<file path="src/rtl/verificador_nonce_pkg.sv">
// Shared widths, FSM encoding and the micro-hash round used by the verifier and its hash core.
package verificador_nonce_pkg;

    localparam int unsigned PAYLOAD_W   = 96;
    localparam int unsigned NONCE_W     = 32;
    localparam int unsigned HASH_W      = 24;
    localparam int unsigned TARGET_W    = 8;
    localparam int unsigned MSG_W       = PAYLOAD_W + NONCE_W;
    localparam int unsigned MSG_BYTES   = MSG_W / 8;
    localparam int unsigned TIMEOUT_DEF = 255;

    localparam logic [HASH_W-1:0] HASH_IV = 24'h6a09e6;
    localparam logic [HASH_W-1:0] HASH_K  = 24'h3779b9;

    typedef enum logic [2:0] {
        StIdle = 3'd0,
        StLoad = 3'd1,
        StHash = 3'd2,
        StCmp  = 3'd3,
        StDone = 3'd4
    } state_e;

    // One byte per round: add-mix the byte in, then rotate-left-5 folded with a right shift.
    function automatic logic [HASH_W-1:0] hash_round(input logic [HASH_W-1:0] h,
                                                     input logic [7:0]        b);
        logic [HASH_W-1:0] t;
        t = h + {b, b ^ h[7:0], b};
        return {t[18:0], t[23:19]} ^ (t >> 7) ^ HASH_K;
    endfunction

    // Both upper hash bytes must be strictly below the target (unsigned).
    function automatic logic target_pass(input logic [HASH_W-1:0]   h,
                                         input logic [TARGET_W-1:0] t);
        return (h[23:16] < t) && (h[15:8] < t);
    endfunction

endpackage

</file>
<file path="src/rtl/micro_hash_core.sv">
// Iterative micro-hash: consumes {payload, nonce} one byte per cycle, MSB first,
// and pulses core_done for one cycle once the final hash is on the output.
module micro_hash_core
    import verificador_nonce_pkg::*;
(
    input  logic              clk,
    input  logic              reset,
    input  logic              core_start,
    input  logic [MSG_W-1:0]  msg,
    output logic              core_done,
    output logic [HASH_W-1:0] hash
);

    logic [MSG_W-1:0]  msg_q;
    logic [HASH_W-1:0] h_q;
    logic [3:0]        cnt_q;
    logic              run_q;
    logic              done_q;

    always_ff @(posedge clk) begin
        if (reset) begin
            msg_q  <= '0;
            h_q    <= '0;
            cnt_q  <= '0;
            run_q  <= 1'b0;
            done_q <= 1'b0;
        end else begin
            done_q <= 1'b0;
            if (core_start) begin
                msg_q <= msg;
                h_q   <= HASH_IV;
                cnt_q <= '0;
                run_q <= 1'b1;
            end else if (run_q) begin
                h_q   <= hash_round(h_q, msg_q[MSG_W-1 -: 8]);
                msg_q <= {msg_q[MSG_W-9:0], 8'h00};
                cnt_q <= cnt_q + 4'd1;
                if (cnt_q == 4'(MSG_BYTES - 1)) begin
                    run_q  <= 1'b0;
                    done_q <= 1'b1;
                end
            end
        end
    end

    assign core_done = done_q;
    assign hash      = h_q;

endmodule

</file>
<file path="src/rtl/verificador_nonce.sv">
// Nonce verifier: recomputes the micro-hash of a captured {payload, nonce} and checks it
// against the claimed hash and the difficulty target, with a bounded wait on the core.
module verificador_nonce
    import verificador_nonce_pkg::*;
#(
    parameter int unsigned TIMEOUT = TIMEOUT_DEF
) (
    input  logic                 clk,
    input  logic                 reset,
    input  logic                 start,
    input  logic [PAYLOAD_W-1:0] payload,
    input  logic [NONCE_W-1:0]   nonce,
    input  logic [HASH_W-1:0]    hash_in,
    input  logic [TARGET_W-1:0]  target,
    output logic                 busy,
    output logic                 terminado,
    output logic                 valido,
    output logic                 hash_ok,
    output logic                 target_ok,
    output logic                 timeout,
    output logic [HASH_W-1:0]    hashCalc
);

    localparam int unsigned CNT_W = $clog2(TIMEOUT + 1);

    state_e state_q, state_d;

    logic [PAYLOAD_W-1:0] payload_q;
    logic [NONCE_W-1:0]   nonce_q;
    logic [HASH_W-1:0]    hash_in_q;
    logic [TARGET_W-1:0]  target_q;
    logic [CNT_W-1:0]     cnt_q;

    logic              busy_q, terminado_q, valido_q, hash_ok_q, target_ok_q, timeout_q;
    logic [HASH_W-1:0] hash_calc_q;

    logic              core_start;
    logic              core_done;
    logic [HASH_W-1:0] core_hash;
    logic              cnt_expired;

    assign core_start  = (state_q == StLoad);
    assign cnt_expired = (cnt_q == CNT_W'(TIMEOUT - 1));

    micro_hash_core u_core (
        .clk        (clk),
        .reset      (reset),
        .core_start (core_start),
        .msg        ({payload_q, nonce_q}),
        .core_done  (core_done),
        .hash       (core_hash)
    );

    always_comb begin
        state_d = state_q;
        unique case (state_q)
            StIdle:  if (start) state_d = StLoad;
            StLoad:  state_d = StHash;
            StHash:  if (core_done || cnt_expired) state_d = StCmp;
            StCmp:   state_d = StDone;
            StDone:  if (!start) state_d = StIdle;
            default: state_d = StIdle;
        endcase
    end

    always_ff @(posedge clk) begin
        if (reset) begin
            state_q     <= StIdle;
            payload_q   <= '0;
            nonce_q     <= '0;
            hash_in_q   <= '0;
            target_q    <= '0;
            cnt_q       <= '0;
            busy_q      <= 1'b0;
            terminado_q <= 1'b0;
            valido_q    <= 1'b0;
            hash_ok_q   <= 1'b0;
            target_ok_q <= 1'b0;
            timeout_q   <= 1'b0;
            hash_calc_q <= '0;
        end else begin
            state_q <= state_d;
            unique case (state_q)
                StIdle: begin
                    // Previous verdict stays visible in IDLE until the next capture.
                    if (start) begin
                        payload_q   <= payload;
                        nonce_q     <= nonce;
                        hash_in_q   <= hash_in;
                        target_q    <= target;
                        busy_q      <= 1'b1;
                        valido_q    <= 1'b0;
                        hash_ok_q   <= 1'b0;
                        target_ok_q <= 1'b0;
                        timeout_q   <= 1'b0;
                        hash_calc_q <= '0;
                    end
                end
                StLoad: cnt_q <= '0;
                StHash: begin
                    cnt_q <= cnt_q + CNT_W'(1);
                    if (core_done) begin
                        hash_calc_q <= core_hash;
                    end else if (cnt_expired) begin
                        timeout_q   <= 1'b1;
                        hash_calc_q <= '0;
                    end
                end
                StCmp: begin
                    hash_ok_q   <= (hash_calc_q == hash_in_q);
                    target_ok_q <= target_pass(hash_in_q, target_q);
                    valido_q    <= (hash_calc_q == hash_in_q) && target_pass(hash_in_q, target_q)
                                   && !timeout_q;
                    busy_q      <= 1'b0;
                    terminado_q <= 1'b1;
                end
                StDone: if (!start) terminado_q <= 1'b0;
                default: ;
            endcase
        end
    end

    assign busy      = busy_q;
    assign terminado = terminado_q;
    assign valido    = valido_q;
    assign hash_ok   = hash_ok_q;
    assign target_ok = target_ok_q;
    assign timeout   = timeout_q;
    assign hashCalc  = hash_calc_q;

endmodule

</file>
<file path="config.mk">
export PLATFORM = sky130hd
export DESIGN_NAME = verificador_nonce
export DESIGN_NICKNAME = d
export VERILOG_FILES = /design/src/rtl/verificador_nonce_pkg.sv /design/src/rtl/micro_hash_core.sv /design/src/rtl/verificador_nonce.sv
export SDC_FILE = /design/constraint.sdc
export NUM_CORES = 1
export LEC_CHECK = 0
export BUFFER_PORTS_ARGS = -buffer_cell sky130_fd_sc_hd__buf_2
export CORE_ASPECT_RATIO = 2
export CORE_MARGIN = 10
export CORE_UTILIZATION = 58
export DETAILED_ROUTE_END_ITERATION = 12
export GPL_TIMING_DRIVEN = 1
export PLACE_DENSITY = 0.85
export SLEW_MARGIN = 25
export SYNTH_ARGS = -nofsm -noshare
export SYNTH_HDL_FRONTEND = slang
export SYNTH_SLANG_ARGS = --single-unit
</file>
<file path="constraint.sdc">
create_clock -name clk -period 2.8 [get_ports clk]
set_input_delay 0.42 -clock clk [delete_from_list [all_inputs] [get_ports clk]]
set_output_delay 0.42 -clock clk [all_outputs]
set_load 0.05 [all_outputs]
</file>
==> impl_metrics.toml <==
[die]
io_pins = 193
die_area_mm2 = 0.0344
num_rows = 85
dieWidth_um = 136
core-area_mm2 = 0.0268
die-height_um = 253
start_util_pct = 58.5

[synth]
synth-edff-count = 0
ys_warn_count = 0
syn_area_mm2 = 0.0157
synthTopCellsByCount = "357 x nand2_1, 355 x dfxtp_1, 214 x a21oi_1"
ys_types = 74
synth-seq-cells = 355
synth_nets = 2047
synth-async-reset-ratio_pct = 0
synth_ff_type = "dfxtp_1"
synth_cells = 1841
synthMostInstantiatedCell = "nand2_1"
netlist_top_cells_area = "dfxtp_1 45%, nand2_1 8.5%, mux2i_1 8.3%"
yosys.area.top_type = "dfxtp_1"
syn_avg_cell_area_um2 = 8.52
synth_top_cell_area_share_pct = 45.3
ys_seq_area_share_pct = 45.3

[worst_setup_path]
cp_max_fo = 3
worstPathArrival_ps = 3170
timing.rr.start = "u_core.hash[12]"
cp_slowest_cell = "fa_1"
critical_path.startpoint_type = "flip-flop"
r2r_slack_ps = 90
cp_slowest_stage_delay_ps = 390
path_cells = "ha_1 -> fa_1 -> a21o_1 -> a221oi_2 -> buf_4 -> o2111ai_1 -> nand2_1 -> o211a_2 -> nor2_1 -> a2111oi_1"
startpoint = "u_core.hash[12]"
cp-end-kind = "flip-flop"
crit_end = "u_core.hash[11]"
worstRegToRegCells = 10
crit_type = "flip-flop to flip-flop"
crit_required_ps = 3260
r2r-end = "u_core.hash[11]"

[placed_design]
dp_slack_ps = 65.5
dpl.hpwl_um = 37000
gp_congestion = 1.00
io_buffers = 192

[job]
maxCapViolations = 0

[cells_and_area]
fin_util_pct = 68.3
n_fill_cell = 2152
regArea_mm2 = 0.00711
diodes = 0
final_nets = 2209
area_delta_synth_final_pct = 16.7
multi_input_area_mm2 = 0.00800
drive_gt1_share_pct = 17.6

[grt]
grt_overflow_total = 0
antenna_found_initial = 0
track_usage_pct = 27.8
grt_max_degree = 130
grt_pass1_vias = 14041
grt_pass1_wl_um = 75300

[route]
via_per_inst = 5.88
drt.antenna.violating_nets = 0
wl_per_cell_um = 20.8
drtPass1Iterations = 8
drc = 0
drt-total-wl_um = 49300
first_iter_violations = 974
num_vias = 13950

[clock_network]
htree_levels = 1
cts_setup_buffers = 0
cts_hold_buf = 0
clkLatencyLatePin_ps = 580
clk_pin_slew_ps = 70
cts.sinks = 355
clockBufferDepth = 3
cts_root_buf = "clkbuf_16"
tritoncts = "built"
numCtsBuffers = 30
post_cts_resized = 0

[worst_hold_path]
min-delay-start = "nonce[10]"
min_path_type = "input port to flip-flop"

[timing]
layout_setup_ws_ps = 94.5
hold_violations = 0
worst_pin_slew_ps = 810
period_share_pct = 96.6
fmax_ghz = 0.370
setup_viol = 0
relSlewSlack_pct = 45.6
rsz0062_at_grt = "yes"
maxSlewViolCount = 0
fin_skew_ps = 13.0
min_period_ps = 2710

[power]
vdd_drop_max_v = 0.000588
power_switching_mw = 4.75
internal-power_mw = 9.66
p_sw_share_pct = 33.0
leakagePower_nw = 7.44
power.share.clock_pct = 29.1
powerDensity_mw_per_mm2 = 787
power.share.sequential_pct = 42.6
p_comb_share_pct = 28.3

[outcome]
status = "finished clean"
-- how the worst min path moves through the flow --
stage,endpoint,slack [ps],cells past startpoint
final,nonce_q[10],70,3
after global placement,u_core.msg_q[3],440,2
after global routing,hash_in_q[3],70,3
after detailed placement,payload_q[30],450,2
after floorplan,u_core.msg_q[0],430,2
after CTS,nonce_q[10],50,3
-- kinds of logic (layout without fill, tap and decap cells) --
| family | after synthesis | in the layout | share of synthesized area [%] |
|---|---|---|---|
| AOI/OAI and AO/OA | 446 | 446 | 18.1 |
| xor gates and xnor gates | 47 | 47 | 2.76 |
| adders and majority gates | 43 | 43 | 3.48 |
| buffers and inverters | 156 | 339 | 4.05 |
| DFF | 355 | 355 | 45.3 |
| muxes | 133 | 133 | 8.51 |
| and+or+nand+nor | 661 | 661 | 17.8 |
-- state kept, by name, indices dropped and copies added (netlist names), 3 cells and up --
name and cells:
payload_q 96, state_q 3, hash_in_q 24, hashCalc 22
u_core.hash 22, target_q 8, nonce_q 32, u_core.cnt_q 4
cnt_q 8, u_core.msg_q 128
-- metal layers --
metal	up-vias	GRT usage, %	part of all wire [%]	routed length [um]
met5	-	0	0	0
met4	0	20.1	7.9	3880
met3	162	3.30	4.1	2030
met2	443	51.7	54	26700
met1	6608	27.3	34	16700
li1	6737	-	-	-
-- power groups by stage --
| stage | Combinational, mW | Sequential [mW] | Clock (mW) |
|---|---|---|---|
| after detailed placement | 4.00 | 6.23 | 0 |
| after global routing | 4.45 | 6.18 | 4.44 |
| after CTS | 4.03 | 6.13 | 4.25 |
| final | 4.08 | 6.14 | 4.19 |
| after global placement | 3.95 | 6.20 | 0 |
| after floorplan | 2.72 | 6.02 | 0 |
-- worst max-delay path: cells and delay by family (launching register included) --
kind / cells / cell delay [ps]
compound gates: 5 / 1230
fa+ha+maj: 2 / 620
buf+inv: 1 / 170
flops: 1 / 320
simple gates: 2 / 240
-- placed cells by master, fill, tap and decap left out, types with 11 or more instances in the layout --
cell type | synthesis | final
xnor2_1 | 34 | 32
a22oi_1 | 23 | 23
ha_1 | 42 | 39
clkbuf_16 | 0 | 30
nor3_1 | 19 | 19
o21ai_0 | 19 | 19
a21oi_1 | 214 | 212
mux2i_1 | 130 | 130
and3_1 | 12 | 12
buf_12 | 0 | 12
xor2_1 | 11 | 11
a21o_1 | 14 | 14
buf_4 | 3 | 71
buf_2 | 3 | 191
a211oi_1 | 130 | 130
nand3b_1 | 12 | 12
nand4_1 | 19 | 19
nor2_1 | 182 | 181
inv_1 | 11 | 11
nand3_1 | 17 | 17
dfxtp_1 | 355 | 354
nand2_1 | 357 | 357
-- cell type report --
cell class                      count  area share [%]
Multi-Input combinational cell   1330            43.7
Sequential cell                   355            38.8
Clock inverter                      9           0.615
Inverter                           11           0.226
Clock buffer                       44            4.72
Timing Repair Buffer              275            9.53
Tap cell                          348            2.38
-- metrics by stage --
stage | hold WS (ps) | instances | total power, mW | instance area [um^2] | setup TNS (ps)
finish | 66.8 | 2372 | 14.4 | 18300 | 0
global route | 68.4 | 2372 | 15.1 | 18300 | -11.1
CTS | 50.7 | 2372 | 14.4 | 18300 | 0
detailed placement | 447 | 2319 | 10.2 | 17300 | 0
global placement | 442 | 2319 | 10.2 | 17300 | 0
floorplan | 432 | 1841 | 8.74 | 15700 | 0
(Power assumes the default switching activity.)
